<file path="config.mk">
export PLATFORM = sky130hd
export DESIGN_NAME = display_update_arbiter
export DESIGN_NICKNAME = d
export VERILOG_FILES = /design/src/rtl/bingo_disp_pkg.sv /design/src/rtl/rr_arbiter2.sv /design/src/rtl/display_update_arbiter.sv
export SDC_FILE = /design/constraint.sdc
export NUM_CORES = 1
export LEC_CHECK = 0
export ABC_CLOCK_PERIOD_IN_PS = 6130
export CAP_MARGIN = 0
export CORE_MARGIN = 4
export CORE_UTILIZATION = 30
export DETAILED_ROUTE_END_ITERATION = 6
export SLEW_MARGIN = 5
export SYNTH_ARGS = -nofsm -noshare
export SYNTH_HDL_FRONTEND = slang
export SYNTH_SLANG_ARGS = --single-unit
</file>
<file path="constraint.sdc">
create_clock -name clk -period 6.13 [get_ports clk]
set_clock_uncertainty 0.15 [all_clocks]
set_input_delay 1.226 -clock clk [delete_from_list [all_inputs] [get_ports clk]]
set_output_delay 1.226 -clock clk [all_outputs]
set_load 0.005 [all_outputs]
</file>
<file path="src/rtl/bingo_disp_pkg.sv">
// Shared definitions for the bingo display update arbiter: default board
// geometry, request opcodes, FSM state type and a popcount helper used when
// DISPLAY_ARB_COUNT_EN is defined.
package bingo_disp_pkg;

    localparam int CELLS   = 25;
    localparam int NUM_W   = 5;
    localparam int IDX_W   = 5;

    localparam int GNT_LOC = 0;
    localparam int GNT_REM = 1;

    typedef enum logic [1:0] {
        OP_WRNUM  = 2'b00,
        OP_SETC   = 2'b01,
        OP_CLRC   = 2'b10,
        OP_CLRALL = 2'b11
    } op_e;

    typedef enum logic [1:0] {
        ST_IDLE   = 2'd0,
        ST_APPLY  = 2'd1,
        ST_CLEAR  = 2'd2,
        ST_COMMIT = 2'd3
    } state_e;

    // Board is at most 31 cells, so a 5-bit result cannot wrap.
    function automatic logic [IDX_W-1:0] popcount32(input logic [31:0] v);
        logic [IDX_W-1:0] n;
        n = '0;
        for (int i = 0; i < 32; i++) begin
            n = n + {{(IDX_W-1){1'b0}}, v[i]};
        end
        return n;
    endfunction

endpackage

</file>
<file path="src/rtl/rr_arbiter2.sv">
// Two-way arbiter: the flagged requester wins a tie, a lone request always
// wins. Purely combinational; the owner keeps and flips the priority flag.
module rr_arbiter2
    import bingo_disp_pkg::*;
(
    input  logic       req_loc,
    input  logic       req_rem,
    input  logic       prio_rem,
    output logic [1:0] grant
);

    // One-hot grant selection.
    always_comb begin
        grant          = 2'b00;
        grant[GNT_REM] = req_rem & (prio_rem | ~req_loc);
        grant[GNT_LOC] = req_loc & (~prio_rem | ~req_rem);
    end

endmodule

</file>
<file path="src/rtl/display_update_arbiter.sv">
// Arbitrates local and interboard board-update requests into a shadow board
// and copies the shadow to the live map/circle outputs once per frame_end.
//
// state  | meaning
// IDLE   | wait; commit if pending, else grant one request
// APPLY  | apply latched write/set/clear-circle to the shadow (1 cycle)
// CLEAR  | zero one shadow cell per cycle, all CELLS cells
// COMMIT | copy shadow to live outputs (1 cycle)
//
// Optional: define DISPLAY_ARB_COUNT_EN for a registered circle_count.
module display_update_arbiter
    import bingo_disp_pkg::*;
#(
    parameter int CELLS = bingo_disp_pkg::CELLS,
    parameter int NUM_W = bingo_disp_pkg::NUM_W
) (
    input  logic                   clk,
    input  logic                   rst,
    input  logic                   loc_valid,
    output logic                   loc_ready,
    input  logic [IDX_W-1:0]       loc_idx,
    input  logic [1:0]             loc_op,
    input  logic [NUM_W-1:0]       loc_data,
    input  logic                   rem_valid,
    output logic                   rem_ready,
    input  logic [IDX_W-1:0]       rem_idx,
    input  logic [1:0]             rem_op,
    input  logic [NUM_W-1:0]       rem_data,
    input  logic                   frame_end,
    output logic [NUM_W*CELLS-1:0] map,
    output logic [CELLS-1:0]       circle,
    output logic                   busy,
    output logic                   idx_err,
    output logic [IDX_W-1:0]       circle_count
);

    localparam logic [IDX_W-1:0] LAST_CELL = IDX_W'(CELLS - 1);
    localparam logic [IDX_W:0]   CELLS_EXT = (IDX_W + 1)'(CELLS);

    state_e                   state_q, state_d;
    logic                     pending_q;
    logic                     prio_rem_q;
    logic [IDX_W-1:0]         idx_q;
    op_e                      op_q;
    logic [NUM_W-1:0]         data_q;
    logic [IDX_W-1:0]         clr_cnt_q;
    logic [NUM_W*CELLS-1:0]   shadow_map;
    logic [CELLS-1:0]         shadow_circle;
    logic [1:0]               grant;
    logic                     grant_en;
    logic [1:0]               sel_op;

    rr_arbiter2 u_arb (
        .req_loc  (loc_valid),
        .req_rem  (rem_valid),
        .prio_rem (prio_rem_q),
        .grant    (grant)
    );

    // Requests are only taken in IDLE with no commit owed; ready is forced low
    // while reset is asserted regardless of the valids.
    assign grant_en = rst && (state_q == ST_IDLE) && !pending_q;
    assign sel_op   = grant[GNT_REM] ? rem_op : loc_op;
    assign busy     = (state_q != ST_IDLE) || pending_q;

    // State register.
    always_ff @(posedge clk or negedge rst) begin
        if (!rst) state_q <= ST_IDLE;
        else      state_q <= state_d;
    end

    // Next-state, ready handshake and out-of-range flag.
    always_comb begin
        state_d   = state_q;
        loc_ready = 1'b0;
        rem_ready = 1'b0;
        idx_err   = 1'b0;
        case (state_q)
            ST_IDLE: begin
                if (pending_q) begin
                    state_d = ST_COMMIT;
                end else if (grant_en && (grant != 2'b00)) begin
                    loc_ready = grant[GNT_LOC];
                    rem_ready = grant[GNT_REM];
                    state_d   = (sel_op == OP_CLRALL) ? ST_CLEAR : ST_APPLY;
                end
            end
            ST_APPLY: begin
                idx_err = ({1'b0, idx_q} >= CELLS_EXT);
                state_d = ST_IDLE;
            end
            ST_CLEAR: begin
                if (clr_cnt_q == LAST_CELL) state_d = ST_IDLE;
            end
            ST_COMMIT: state_d = ST_IDLE;
            default:   state_d = ST_IDLE;
        endcase
    end

    // Commit bookkeeping, priority rotation, request latch and clear counter.
    // A frame_end landing in COMMIT keeps the flag set so another commit follows.
    always_ff @(posedge clk or negedge rst) begin
        if (!rst) begin
            pending_q  <= 1'b0;
            prio_rem_q <= 1'b1;
            idx_q      <= '0;
            op_q       <= OP_WRNUM;
            data_q     <= '0;
            clr_cnt_q  <= '0;
        end else begin
            if (frame_end)                 pending_q <= 1'b1;
            else if (state_q == ST_COMMIT) pending_q <= 1'b0;
            if (loc_ready || rem_ready) begin
                prio_rem_q <= loc_ready;
                idx_q      <= rem_ready ? rem_idx  : loc_idx;
                op_q       <= op_e'(sel_op);
                data_q     <= rem_ready ? rem_data : loc_data;
            end
            if (state_q == ST_CLEAR) begin
                clr_cnt_q <= (clr_cnt_q == LAST_CELL) ? '0 : clr_cnt_q + 1'b1;
            end
        end
    end

    // Shadow board updates; an out-of-range index matches no cell.
    always_ff @(posedge clk or negedge rst) begin
        if (!rst) begin
            shadow_map    <= '0;
            shadow_circle <= '0;
        end else begin
            for (int i = 0; i < CELLS; i++) begin
                if ((state_q == ST_APPLY) && (idx_q == IDX_W'(i))) begin
                    case (op_q)
                        OP_WRNUM: shadow_map[i*NUM_W +: NUM_W] <= data_q;
                        OP_SETC:  shadow_circle[i] <= 1'b1;
                        OP_CLRC:  shadow_circle[i] <= 1'b0;
                        default:  ;
                    endcase
                end
                if ((state_q == ST_CLEAR) && (clr_cnt_q == IDX_W'(i))) begin
                    shadow_map[i*NUM_W +: NUM_W] <= '0;
                    shadow_circle[i]             <= 1'b0;
                end
            end
        end
    end

    // Live board only moves in COMMIT.
    always_ff @(posedge clk or negedge rst) begin
        if (!rst) begin
            map    <= '0;
            circle <= '0;
        end else if (state_q == ST_COMMIT) begin
            map    <= shadow_map;
            circle <= shadow_circle;
        end
    end

`ifdef DISPLAY_ARB_COUNT_EN
    // Count of circled cells, captured alongside the committed circle mask.
    always_ff @(posedge clk or negedge rst) begin
        if (!rst)                      circle_count <= '0;
        else if (state_q == ST_COMMIT) circle_count <= popcount32(32'(shadow_circle));
    end
`else
    assign circle_count = '0;
`endif

endmodule

</file>
**Word-level counts from Yosys, hierarchy flattened**

Index checks and enable logic that the tools add are counted.

- Flip-flop bits (word level): 321
- Input port bits: 29
- Word-level logic and storage cells: 434

- Add/subtract/negate cells: 1
- Order comparisons: 1
- Eq/ne operators: 56
- Muxes and demuxes: 120
- Bitwise gates (word level): 7
- Reductions and logical operators: 190

Operators with widths:

| kind | count |
|---|---|
| $mux 5 | 54 |
| $reduce_bool 2->1 | 53 |
| $reduce_and 2->1 | 51 |
| $eq 5x5->1 const B | 18 |
| $eq 5x4->1 const B | 16 |
| $reduce_bool 3->1 | 25 |
| $mux 1 | 59 |
| $logic_and 1x1->1 | 53 |
| $eq 5x3->1 const B | 8 |
| $eq 5x2->1 const B | 4 |
| $eq 5x1->1 const B | 2 |
| $logic_not 5->1 | 2 |
| $mux 2 | 5 |
| $eq 2x2->1 const B | 4 |
| $pmux 2 s3 | 1 |
| $add 5x1->5 const B | 1 |
| $ge 5x5->1 const B | 1 |
| $eq 2x1->1 const B | 2 |
| $logic_not 2->1 | 2 |
| $ne 3x2->1 const B | 1 |
| $not 1->1 | 3 |
| $and 1x1->1 | 2 |
| $logic_or 1x1->1 | 2 |
| $ne 2x2->1 const B | 1 |
| 4 further kinds | 5 |

**Logic depth before layout (Yosys ltp)**

Gate-level depths: netlist (run 1).

- Word-level depth: 9
- Gate-level depth with buffers: 7
- Gate-level depth less buffers: 6

**Hierarchy**

From an unflattened synthesis (run 1), not the netlist that was laid out.

- Cells, all modules: 1,174
- Area, all modules: 13,834.5 um^2

Modules (own cells, without submodules):

| module | times used | cells an instance | area an instance (um^2) | sequential area each (um^2) |
|---|---|---|---|---|
| display_update_arbiter | 1 | 1,171 | 13,815.8 | 8,034.0 |
| rr_arbiter2 | 1 | 3 | 18.8 | 0.0 |

**Worst setup path after synthesis (run 1)**

No wires, ideal clock.

- Kind: input to output
- Start: input port rst
- End: output port loc_ready
- Data arrival time: 1,963 ps
- Slack: 2,791 ps
- Stages: 3
- Path buffers: 0
- Cells stage by stage: nor4b_1 > inv_1 > nor3_1

- Longest elaborated chain between the ends: 6

Ends and longest elaborated chain:

| item | RTL line | source |
|---|---|---|
| start, declared | display_update_arbiter.sv:18 | `input logic rst,` |
| $logic_and 1x1->1 (2 in a row) | display_update_arbiter.sv:62 | `assign grant_en = rst && (state_q == ST_IDLE) && !pending_q;` |
| $logic_and 1x1->1 | display_update_arbiter.sv:82 | `end else if (grant_en && (grant != 2'b00)) begin` |
| $mux 1 | display_update_arbiter.sv:82 |  |
| $mux 1 | display_update_arbiter.sv:80 | `if (pending_q) begin` |
| $mux 1 | display_update_arbiter.sv:78 | `case (state_q)` |
| end, declared | display_update_arbiter.sv:20 | `output logic loc_ready,` |

No other way between the ends.

**Final worst setup path (run 1)**

Same ends and word-level chain as after synthesis.

==> qor.yml, run 1 <==
dieWidth_um: 219
fin_crit_ps: 4660
seq_area_frac_synth_pct: 60.3
max_freq_ghz: 0.214
ctsHtreeMaxLevel: 2
cts_num_sinks: 321
cts_buffers: 36
grt_pass1_wl_um: 55300
arrival_ps: 3290
slowest_delay_ps: 830
crit_path_max_fanout: 51
root_buffer: "clkbuf_16"
core-area_mm2: 0.0435
fp.dieH_um: 219
path_class: "input pin to output pin"
synth-async-reset-ratio_pct: 100
drc: 0
tns_ps: 0
fin_total_pwr_mw: 7.83
grt_start_max_net_pins: 154
grt-ovfl-total: 0
ys_ff_latch: 321
num_antenna_cells: 0
fin_util_pct: 38.8
total_leakage_power_nw: 7.63
post_cts_resized: 0
post_cts_buffers: 0
clk_path_buf_depth: 3
routabilityCongestion: 0.832
start_util_pct: 30.6
synth_edf_count: 0
path_cells: "buf_8 -> nor4b_1 -> inv_1 -> nor3_1 -> clkdlybuf4s50_1"
power_density_mw_per_mm2: 465
hold_class: "register to register"
drv_slew: 0
rsz0062_at_grt: "false"
ant_nets: 0
yosysWarnings: 0
grt_pass1_vias: 8998
max-cap-violations: 0
synth_ff_type: "dfrtp_1"
syn_inst: 1148
final_cell_mix: "316 x dfrtp_1, 195 x nand2_1, 181 x clkdlybuf4s50_1"
path_clk_slew_ps: 60
rows: 76
antenna_found_initial: 0
r2r-start: "state_q[0]"
outcome: "finished, final reports clean"
place.detailed.hpwl_um: 24700
max_slew_margin_pct: 26.1
min_from: "map[96]"
hold_slack_ps: 327
drive_gt1_share_pct: 17.5
boundaryPins: 188
netlist_area_mm2: 0.0133
setup_viol: 0
fin_crit_sh_pct: 76.1
cts_tree: "done"
drtPass1Iterations: 5
vias_per_cell: 4.74
endpoint_kind: "output pin"
worst_slew_pin_slew_ps: 1090
syn2layout_area_growth_pct: 26.5
hold_viol: 0
layout_commonest_cell: "dfrtp_1"
ctsHoldBuffers: 0
peakVddDrop_mv: 0.213
dieArea_mm2: 0.0478
wl_um: 36300
cp-start-kind: "input pin"
nNetsFinal: 1342
wl_per_cell_um: 18.9
synth.avg_cell_area_um2: 11.6
insertion_delay_ps: 530
grt.total_usage_pct: 15.0
drt-initial-drc-count: 725
worst_path_max_delay_cell: "nor4b_1"
cp.required_ps: 4750
vias: 9106
ys_types: 57
critPathLaunch: "rst"
port_buffers: 182
-- where the power goes --
group / switching [mW] / internal (mW)
combinational: 1.03 / 1.18
clock: 0.876 / 1.29
sequential: 0.686 / 2.77
-- cell type report --
type,instances,area (µm²)
clock buffer,55,1100
tap,585,732
multi-input combinational,733,4870
sequential,321,8040
clock inverter,10,95.1
inverter,25,93.8
timing repair buffer,191,1910
fill,4242,26600
-- cells in the mapped netlist (3+ instances only) --
| master | n | share of area (%) |
|---|---|---|
| nor3b_1 | 3 | 0.17 |
| and2_1 | 7 | 0.33 |
| nor3_2 | 14 | 1.1 |
| a32o_1 | 10 | 0.75 |
| nor2_1 | 60 | 1.7 |
| ha_1 | 5 | 0.47 |
| inv_1 | 25 | 0.70 |
| nand2b_1 | 16 | 0.75 |
| a211oi_1 | 9 | 0.51 |
| nand3_1 | 22 | 0.83 |
| nand2_1 | 196 | 5.5 |
| o31ai_1 | 15 | 0.85 |
| dfrtp_1 | 320 | 60 |
| buf_4 | 5 | 0.28 |
| mux2_2 | 135 | 11 |
| o21ai_0 | 90 | 3.4 |
| and3_1 | 8 | 0.38 |
| nor3_1 | 8 | 0.30 |
| nor4b_1 | 4 | 0.26 |
| nor2b_1 | 5 | 0.23 |
| clkbuf_1 | 38 | 1.1 |
| mux2i_1 | 43 | 3.2 |
| nor3_4 | 3 | 0.37 |
| buf_2 | 27 | 1.0 |
| a21oi_1 | 37 | 1.4 |
-- cells by family (layout without fill, tap and decap cells) --
group,count (synthesis),after routing,synth area share (%)
AO/OA/AOI/OAI,176,176,7.76
XOR/XNOR,2,2,0.132
adder cells (fa/ha/maj),5,5,0.470
buffers and inverters,98,281,3.27
flip-flops,321,321,60.3
multiplexers,178,178,14.6
other,1,5,0.0282
AND/OR/NAND/NOR,367,367,13.4
-- flip-flops by register name, indices dropped and copies added (netlist names) --
name	flops
data_q	5
clr_cnt_q	5
shadow_circle	25
map	125
op_q	2
circle	25
prio_rem_q	1
idx_q	5
state_q	2
shadow_map	125
pending_q	1
-- final timing paths --
check                                     to  slack [ps]  cells after the start
hold reg to reg                      map[96]         330                      2
max in group asynchronous          data_q[2]        3320                      3
setup / recovery                   loc_ready        1470                      5
setup reg to reg           shadow_circle[15]        3220                      4
hold / removal                       map[96]         330                      2
min in group asynchronous     shadow_map[25]         440                      1
-- critical path: cells and delay by family --
| family | cells | cell delay, ps |
|---|---|---|
| buf+inv | 3 | 990 |
| simple gates | 2 | 1030 |
-- per-layer routing --
layer	global-route usage (%)	share of wire, %	vias to the layer above
li1	-	-	4266
met1	21.2	46	4557
met2	23.4	46	239
met3	3.28	5.9	44
met4	4.11	1.9	0
met5	0	0	-
-- stage by stage --
stage          area (µm²)  cells  setup slack, ps
2_1_floorplan       13300   1152             2790
3_3_place_gp        15600   1855             1510
3_5_place_dp        15600   1855             1490
4_1_cts             16800   1920             1490
5_1_grt             16800   1920             1260
6_report            16800   1920             1470
Note: power is estimated with default switching activity, not from simulation.
==> run 2, diff against run 1 <==
--- a/config.mk
+++ b/config.mk
@@ -5,7 +5,7 @@
 export SDC_FILE = /design/constraint.sdc
 export NUM_CORES = 1
 export LEC_CHECK = 0
-export ABC_CLOCK_PERIOD_IN_PS = 6130
+export ABC_CLOCK_PERIOD_IN_PS = 4200
 export CAP_MARGIN = 0
 export CORE_MARGIN = 4
 export CORE_UTILIZATION = 30
==> constraint.sdc (replaced) <==
create_clock -name clk -period 4.2 [get_ports clk]
set_clock_uncertainty 0.15 [all_clocks]
set_input_delay 0.84 -clock clk [delete_from_list [all_inputs] [get_ports clk]]
set_output_delay 0.84 -clock clk [all_outputs]
set_load 0.005 [all_outputs]
==> run 2 against run 1 <==
Against the previous run: core utilization is 0.26 points higher; flip-flop and latch count stayed put; critical endpoint unchanged; final cell count is 0.26% higher; power is 48% higher; worst setup slack worse by 730 ps.
==> qor.yml, run 2 (synthesized netlist as in run 1, its figures left out) <==
vias: 9045
grt_pass1_wl_um: 56200
boundaryPins: 188
n_fill_cell: 4230
clk_path_buf_depth: 3
grt_start_max_net_pins: 138
place.detailed.hpwl_um: 24700
grt.total_usage_pct: 15.2
cp-start-kind: "register"
fin_total_pwr_mw: 11.6
endpoint_kind: "output pin"
rsz0062_at_grt: "false"
start_util_pct: 30.6
worst_slew_pin_slew_ps: 1020
r2r-start: "state_q[0]"
dieWidth_um: 219
path_clk_slew_ps: 60
reg.largest.list: "map x125, shadow_map x125"
outcome: "finished, final reports clean"
power_density_mw_per_mm2: 685
tns_ps: 0
path_class: "register to output pin"
dieArea_mm2: 0.0478
arrival_ps: 2470
cp.required_ps: 3210
cts_buffers: 37
port_buffers: 182
r2r_setup_slack_ps: 1360
drc: 0
cts_tree: "done"
root_buffer: "clkbuf_16"
antenna_found_initial: 0
reg2reg_depth: 4
total_leakage_power_nw: 7.72
crit_path_max_fanout: 14
fin_crit_sh_pct: 82.5
post_cts_resized: 0
fp.dieH_um: 219
max_slew_margin_pct: 32.0
grt-ovfl-total: 0
routabilityCongestion: 0.847
peakVddDrop_mv: 0.251
final_cell_mix: "318 x dfrtp_1, 195 x nand2_1, 181 x clkdlybuf4s50_1"
rows: 76
core-area_mm2: 0.0435
nNetsFinal: 1348
worst_path_max_delay_cell: "clkdlybuf4s50_1"
cts_num_sinks: 321
post_cts_buffers: 0
drive_gt1_share_pct: 18.0
r2r-end: "shadow_circle[14]"
fin_util_pct: 39.0
grt_pass1_vias: 9323
wl_per_cell_um: 18.9
drt-initial-drc-count: 616
layout_commonest_cell: "dfrtp_1"
ant_nets: 0
wl_um: 36300
max_freq_ghz: 0.289
path_cells: "nor4b_1 -> buf_4 -> inv_1 -> nor3_1 -> clkdlybuf4s50_1"
insertion_delay_ps: 550
syn2layout_area_growth_pct: 27.3
drtPass1Iterations: 5
dp_slack_ps: 835
slowest_delay_ps: 550
ctsHoldBuffers: 0
drv_slew: 0
fin_ws_ps: 736
regArea_mm2: 0.00804
fin_crit_ps: 3460
hold_slack_ps: 218
num_antenna_cells: 0
hold_class: "input pin to async pin"
ctsHtreeMaxLevel: 2
max-cap-violations: 0
multi_input_area_mm2: 0.00487
setup_viol: 0
vias_per_cell: 4.70
hold_viol: 0
==> run 2: cell count changes in the layout (fill, tap and decap cells not counted), sizes merged <==
| cell | delta |
|---|---|
| buf | +5 |
| bufinv | +3 |
| clkbuf | -7 |
| clkinv | +8 |
| clkinvlp | -2 |
| inv | -2 |
==> run 2: per-layer routing <==
layer | wire length, µm | up-vias | GRT usage [%]
met1 | 16800 | 4483 | 21.4
li1 | - | 4272 | -
met3 | 2240 | 57 | 3.43
met5 | 0 | - | 0
met2 | 16400 | 233 | 23.6
met4 | 876 | 0 | 4.63
==> run 2: worst max-delay path: cells and delay by family, from the launching register on <==
| kind | cells | cell delay (ps) |
|---|---|---|
| simple gates | 2 | 590 |
| buf+inv | 3 | 820 |
| flops | 1 | 530 |
==> run 2: cell type report <==
cell class | count | area share (%)
Tap cell | 585 | 4.32
Inverter | 25 | 0.554
Multi-Input combinational cell | 733 | 28.7
Clock buffer | 48 | 6.31
Sequential cell | 321 | 47.4
Clock inverter | 17 | 1.14
Timing Repair Buffer | 196 | 11.5
==> run 2: stage by stage <==
step / instance area, µm² / instances
global placement: 15700 / 1860
CTS: 17000 / 1925
detailed placement: 15700 / 1860
finish: 17000 / 1925
floorplan: 13300 / 1152
global route: 17000 / 1925
==> run 2: worst max path at each step <==
stage                endpoint        from  depth (start not counted)
global placement    loc_ready   loc_valid                          5
detailed placement  loc_ready   loc_valid                          5
CTS                 loc_ready  state_q[0]                          5
floorplan           loc_ready         rst                          3
finish              loc_ready  state_q[0]                          5
global route        loc_ready  state_q[0]                          5
==> run 2: power breakdown <==
part / switching, mW / internal [mW] / leakage, nW
sequential: 0.830 / 4.05 / 4.41
combinational: 1.67 / 1.74 / 2.67
clock: 1.28 / 2.04 / 0.636
total: 3.79 / 7.83 / 7.72
==> run 3, diff against run 2 <==
--- a/config.mk
+++ b/config.mk
@@ -5,7 +5,7 @@
 export SDC_FILE = /design/constraint.sdc
 export NUM_CORES = 1
 export LEC_CHECK = 0
-export ABC_CLOCK_PERIOD_IN_PS = 4200
+export ABC_CLOCK_PERIOD_IN_PS = 3450
 export CAP_MARGIN = 0
 export CORE_MARGIN = 4
 export CORE_UTILIZATION = 30
==> constraint.sdc (replaced) <==
create_clock -name clk -period 3.45 [get_ports clk]
set_clock_uncertainty 0.15 [all_clocks]
set_input_delay 0.69 -clock clk [delete_from_list [all_inputs] [get_ports clk]]
set_output_delay 0.69 -clock clk [all_outputs]
set_load 0.005 [all_outputs]
==> run 3 against run 2 <==
Against the previous run: flip-flop and latch count unchanged; power increased by 20%; non-clock buffer count increased by 10; hold slack got worse by 11 ps; clock-buffer cell count increased by 9; sequential share of layout area about the same; combinational power increased by 24%; critical path type unchanged; largest cell class unchanged; highest routed layer unchanged.
==> qor.yml, run 3 (synthesized netlist as in run 1, its figures left out) <==
syn2layout_area_growth_pct: 27.2
setup_viol: 0
rows: 76
path_buf_inv: 3
ant_nets: 0
drv_slew: 0
hold_slack_ps: 207
path_clk_slew_ps: 60
start_util_pct: 30.6
max_freq_ghz: 0.312
power_density_mw_per_mm2: 822
dieWidth_um: 219
critical-path-top-delay-family: "buffers and inverters"
crit_path_max_fanout: 14
cts_num_sinks: 321
wl_per_cell_um: 19.0
hold_class: "input pin to async pin"
boundaryPins: 188
drtPass1Iterations: 4
wl_um: 36800
grt_pass1_wl_um: 57200
final_area_mm2: 0.0169
antenna_found_initial: 0
reg.largest.list: "map x125, shadow_map x125"
fin_crit_sh_pct: 92.9
drt-initial-drc-count: 679
drc: 0
n_fill_cell: 4197
rsz0062_at_grt: "false"
cp.required_ps: 2610
routabilityCongestion: 0.863
reg2reg_depth: 5
grt.total_usage_pct: 15.5
hold_viol: 0
cp-start-kind: "register"
outcome: "finished, final reports clean"
nNetsFinal: 1357
grt-ovfl-total: 0
clk_path_buf_depth: 3
path_class: "register to output pin"
fp.dieH_um: 219
fin_util_pct: 39.0
worst_slew_pin_slew_ps: 1220
regArea_mm2: 0.00804
path_cells: "nor4b_1 -> buf_4 -> inv_1 -> nor3_1 -> clkdlybuf4s50_1"
endpoint_kind: "output pin"
dpl_cell_area_mm2: 0.0158
core-area_mm2: 0.0435
max-cap-violations: 0
tns_ps: 0
multi_input_area_mm2: 0.00487
slowest_delay_ps: 540
grt_pass1_vias: 9499
worst_path_max_delay_cell: "dfrtp_1"
fin_crit_ps: 3200
port_buffers: 182
cts_buffers: 36
total_leakage_power_nw: 7.71
post_cts_resized: 0
layout_commonest_cell: "dfrtp_1"
ctsHtreeMaxLevel: 2
place.detailed.hpwl_um: 25100
final_cell_mix: "319 x dfrtp_1, 195 x nand2_1, 181 x clkdlybuf4s50_1"
grt_start_max_net_pins: 175
cts_tree: "done"
insertion_delay_ps: 540
drive_gt1_share_pct: 17.7
num_antenna_cells: 0
root_buffer: "clkbuf_16"
r2r_setup_slack_ps: 900
dieArea_mm2: 0.0478
arrival_ps: 2360
peakVddDrop_mv: 0.370
vias_per_cell: 4.75
r2r-end: "shadow_circle[9]"
vias: 9186
fin_total_pwr_mw: 13.9
max_slew_margin_pct: 18.5
r2r-start: "state_q[1]"
## run 3: cell count changes in the layout (fill, tap and decap cells not counted), sizes merged
cell and change:
buf +9, clkbuf +9, clkinv -8, bufinv -3, clkinvlp +1, dlygate4sd3 +1
## run 3: layer usage
metal  share of wire (%)  GRT usage, %  wire, µm
met1                  47          22.1     17300
met2                  45          23.6     16400
met3                 6.1          3.50      2240
met4                 2.3          4.66       854
met5                   0             0         0
## run 3: worst max-delay path by stage
| stage | startpoint | to | cells after the start |
|---|---|---|---|
| 6_report | state_q[1] | loc_ready | 5 |
| 5_1_grt | state_q[1] | loc_ready | 5 |
| 4_1_cts | state_q[1] | loc_ready | 5 |
| 3_5_place_dp | loc_valid | loc_ready | 5 |
| 3_3_place_gp | loc_valid | loc_ready | 5 |
| 2_1_floorplan | rst | loc_ready | 3 |
## run 3: layout make-up
cell class                 count  area share, %
clock buffer                  57           6.38
multi-input combinational    733           28.8
sequential                   321           47.4
inverter                      25          0.554
tap                          585           4.32
clock inverter                 7          0.414
timing repair buffer         206           12.2
## run 3: per-stage QoR
step,setup slack [ps],instances
floorplan,1180,1152
global placement,451,1869
detailed placement,430,1869
CTS,210,1934
global route,99.4,1934
finish,246,1934
## run 3: report_power, final
part           switching, mW  internal (mW)  leakage [nW]
combinational           2.05           2.18          2.73
clock                   1.51           2.23         0.563
sequential              1.03           4.93          4.41
total                   4.59           9.33          7.71
## run 3: repair_timing
action | CTS | global route
endpoints found under the hold margin | 4 | 0
buffers inserted | 0 | 0
hold buffers | 1 | 0
==> RTL edit 1: new RTL, settings of run 3 <==
Change the package constant `CELLS` from 25 to 50.
--- a/src/rtl/bingo_disp_pkg.sv
+++ b/src/rtl/bingo_disp_pkg.sv
@@ -3,7 +3,7 @@
 // DISPLAY_ARB_COUNT_EN is defined.
 package bingo_disp_pkg;
 
-    localparam int CELLS   = 25;
+    localparam int CELLS   = 50;
     localparam int NUM_W   = 5;
     localparam int IDX_W   = 5;
 
Ports: changed (resized circle and map); port bits go from 188 to 338. The function was not compared with the original's and may differ.
==> RTL edit 1 against run 3 <==
Final cell count rose by 30%. Worst setup slack improved by 0.11 ns. Total power rose by 35%. Sequential cell count rose by 84. Design area rose by 32%. Wire length rose by 42%. Register-to-register slack got worse by 0.08 ns. First-iteration DRC count rose by 7.2%. Area after synthesis rose by 32%. Critical path type is now primary input to output pin. Largest cell class unchanged. Largest power group unchanged.
==> RTL edit 1: results <==
run_status:
  status: "finished, final reports clean"
detailed_routing:
  drt-total-wl_um: 52300
  viasPerCell: 4.82
  drc_errors: 0
  drt_iter0_markers: 728
  drt_first_pass_iters: 5
finish:
  seq_share_pct: 45.3
  final_nets: 1749
  reg_top3: "map: 160 flops, shadow_map: 160 flops"
  num-nonclk-inverters: 8
  multi_input_area_share_pct: 27.6
  bufAreaShareNonClock_pct: 15.8
  layout-drive-gt1-share_pct: 18.9
  fill_cells: 5507
  clkbuf_count: 65
  syn_to_final_growth_pct: 27.9
  fin_cells: 2515
  multi_input_gates: 899
  clockNetworkAreaShare_pct: 6.89
cts:
  clkTransAtPathRegs_ns: 0.07
  numCtsBuffers: 45
  worstSkewPairLatency_ns: 0.58
sta:
  worst_slew_pin_slew_ns: 1.07
  period_share_pct: 89.6
  whs_ns: 0.0297
grt:
  grt_pass1_vias: 12400
  grt_antenna_before_repair: 0
  grt_max_degree: 156
  grt_util_all_layers_pct: 16.3
synthesis:
  synthXorXnorAreaFrac_pct: 0.0500
  ys_types: 51
  synth.area.mux_share_pct: 16.3
  syn_area_mm2: 0.0175
  yosys-top-cells-area: "dfrtp_1, mux2_2, buf_4"
  postSynthCellCount: 1505
  synth_fa_ha_area_share_pct: 0.428
  ys_seq_elements: 405
  seq_area_frac_synth_pct: 57.8
  synth-compound-area-share_pct: 6.74
setup_path:
  slowest_stage: "clkdlybuf4s50_1"
  rr_endpoint: "shadow_map[97]$_DFFE_PN0P_"
  crit_fanout: 4
  startpoint: "loc_valid"
  regToRegSetupSlack_ns: 0.82
place:
  portBuffers: 331
  gp_congestion: 0.805
  postPlaceCellArea_mm2: 0.0209
  pre_cts_ws_ns: 0.372
  hpwl_um: 36000
  dp.cells: 2432
power_and_ir_drop:
  p_int_mw: 12.5
  p_leak_nw: 10.1
-- RTL edit 1: metal layers --
layer  up-vias  global-route usage, %  share of wire [%]
met5         -                      0                  0
met4         0                   4.27                2.3
met3        89                   3.25                5.3
met2       384                   27.0                 48
met1      6146                   22.0                 44
li1       5496                      -                  -
-- RTL edit 1: worst max-delay path: cells and delay by family --
family	cells	cell delay, ns
AO/OA/AOI/OAI	1	0.21
buffers and inverters	3	1.18
AND/OR/NAND/NOR	1	0.16
-- RTL edit 1: power groups by stage --
stage	logic (mW)	registers, mW	clock network, mW
floorplan	3.57	7.02	0
global placement	5.94	7.94	0
detailed placement	6.04	8.02	0
CTS	6.06	7.94	5.11
global route	6.44	8.14	5.30
finish	5.97	7.92	4.97
==> RTL edit 2: new RTL, flow settings as in run 3 <==
Made on the original files. The 4 states of `state_e` get a one-hot encoding in 4 bits.
--- a/src/rtl/bingo_disp_pkg.sv
+++ b/src/rtl/bingo_disp_pkg.sv
@@ -17,11 +17,11 @@
         OP_CLRALL = 2'b11
     } op_e;
 
-    typedef enum logic [1:0] {
-        ST_IDLE   = 2'd0,
-        ST_APPLY  = 2'd1,
-        ST_CLEAR  = 2'd2,
-        ST_COMMIT = 2'd3
+    typedef enum logic [3:0] {
+        ST_IDLE   = 4'b0001,
+        ST_APPLY  = 4'b0010,
+        ST_CLEAR  = 4'b0100,
+        ST_COMMIT = 4'b1000
     } state_e;
 
     // Board is at most 31 cells, so a 5-bit result cannot wrap.
Function: no difference found for any inputs over 4 cycles, from zero or initial values and one cycle with rst low; so few cycles prove little.
==> RTL edit 2 against run 3 <==
Sequential cell count grew 2. Worst setup slack lost 0.11 ns. Wire length grew 3.6%. Area after synthesis grew 3.4%. Utilization grew 0.062 points. Design area grew 4.6%. Largest cell class unchanged.
Power is not compared: it rests on default switching activity, and its combinational part moved more than twofold at a synthesized area within 25%.
==> RTL edit 2: results <==
run_status:
  status: "finished, final reports clean"
cts:
  clockBufferDepth: 3
  clkTransAtPathRegs_ns: 0.06
  cts_setup_buffers: 0
  hold_buffers: 1
  numCtsBuffers: 37
  worstSkewPairLatency_ns: 0.54
  cts_resized: 1
  root_buffer: "clkbuf_16"
  htree_levels: 2
setup_path:
  cp.arrival_ns: 2.47
  crit_family: "buffers and inverters"
  endpoint: "rem_ready"
  max_stage_delay_ns: 0.60
  ff2ff_path_depth: 6
  reg2reg_from: "state_q[3]$_DFFE_PN0P_"
  crit_fanout: 6
  slowest_stage: "dfstp_2"
  rr_endpoint: "shadow_map[107]$_DFFE_PN0P_"
  regToRegSetupSlack_ns: 0.80
  startpoint: "state_q[0]$_DFFE_PN1P_"
power_and_ir_drop:
  seqPwrFrac_pct: 43.1
  power_switching_mw: 2.90
  vdd_drop_max_mv: 0.340
  finalPower_mw: 10.1
  pg_clk_mw: 4.35
sta:
  relSlewSlack_pct: 30.0
  post-route-min-period_ns: 3.31
synthesis:
  synthFlopType: "dfrtp_1"
  seq_area_frac_synth_pct: 58.7
  synth.area.mux_share_pct: 15.5
  postSynth.asyncResetShare_pct: 100
  ys_types: 62
  synthXorXnorAreaFrac_pct: 0.0636
  synth-compound-area-share_pct: 8.11
  synth_common_cells: "dfrtp_1, mux2_2, nand2_1"
  postSynthCellCount: 1138
  synth_fa_ha_area_share_pct: 0.454
  yosys-top-cells-area: "dfrtp_1, mux2_2, nand2_1"
  ys_warn_count: 0
place:
  hpwl_um: 26200
  gp_congestion: 0.808
  portBuffers: 182
  postPlaceCellArea_mm2: 0.0163
  dp.cells: 1884
  pre_cts_ws_ns: 0.486
finish:
  layout-drive-gt1-share_pct: 23.3
  fin_cells: 1953
  final_nets: 1358
  reg_top3: "map: 125 flops, shadow_map: 125 flops"
grt:
  grt_max_degree: 124
  grt_pass1_vias: 9756
  grt_antenna_before_repair: 4
  grt_pass1_wl_um: 59300
  grt_util_all_layers_pct: 15.3
detailed_routing:
  wire_per_inst_um: 19.5
  drt_first_pass_iters: 5
  vias: 9528
  drt_iter0_markers: 687
worst_hold_path:
  hold_class: "flip-flop to flip-flop"
[RTL edit 2: cell count changes in the layout (fill, tap and decap cells not counted), moves of 13 or more]
cell / change
inv_1: -15
nand2b_1: -13
nor2_1: +13
nor3_2: -14
and3_1: +27
nand2_1: -60
mux2_2: +16
a31o_2: +29
[RTL edit 2: how the worst min path moves through the flow]
stage | from | depth (start not counted) | slack [ns] | to
global route | shadow_map[64]$_DFFE_PN0P_ | 1 | 0.37 | map[64]$_DFFE_PN0P_
global placement | shadow_map[121]$_DFFE_PN0P_ | 2 | 0.33 | shadow_map[121]$_DFFE_PN0P_
detailed placement | shadow_map[64]$_DFFE_PN0P_ | 1 | 0.33 | map[64]$_DFFE_PN0P_
floorplan | rst | 0 | 0.24 | circle[0]$_DFFE_PN0P_
finish | shadow_map[121]$_DFFE_PN0P_ | 2 | 0.34 | shadow_map[121]$_DFFE_PN0P_
CTS | shadow_map[39]$_DFFE_PN0P_ | 1 | 0.34 | map[39]$_DFFE_PN0P_
[RTL edit 2: layout make-up]
cell class / instances / area (um^2)
sequential: 323 / 8090
clock inverter: 12 / 243
multi-input combinational: 736 / 5360
inverter: 10 / 37.5
tap: 600 / 751
fill: 4285 / 27700
timing repair buffer: 216 / 2110
clock buffer: 53 / 1130
antenna: 3 / 7.51
[RTL edit 2: per-layer routing]
metal,vias to the layer above,track usage (%),share of wire (%)
li1,4432,-,-
met1,4782,21.2,46
met2,262,24.0,46
met3,50,3.79,6.2
met4,2,4.54,2.1
met5,-,0,0.018
[RTL edit 2: worst register-to-register path, stage by stage, from the launching register on]
cell and delay, ns:
dfrtp_1 0.46, or4b_1 0.60, buf_4 0.29, nor3_4 0.19, buf_4 0.35, nand2_1 0.22, a31o_2 0.27
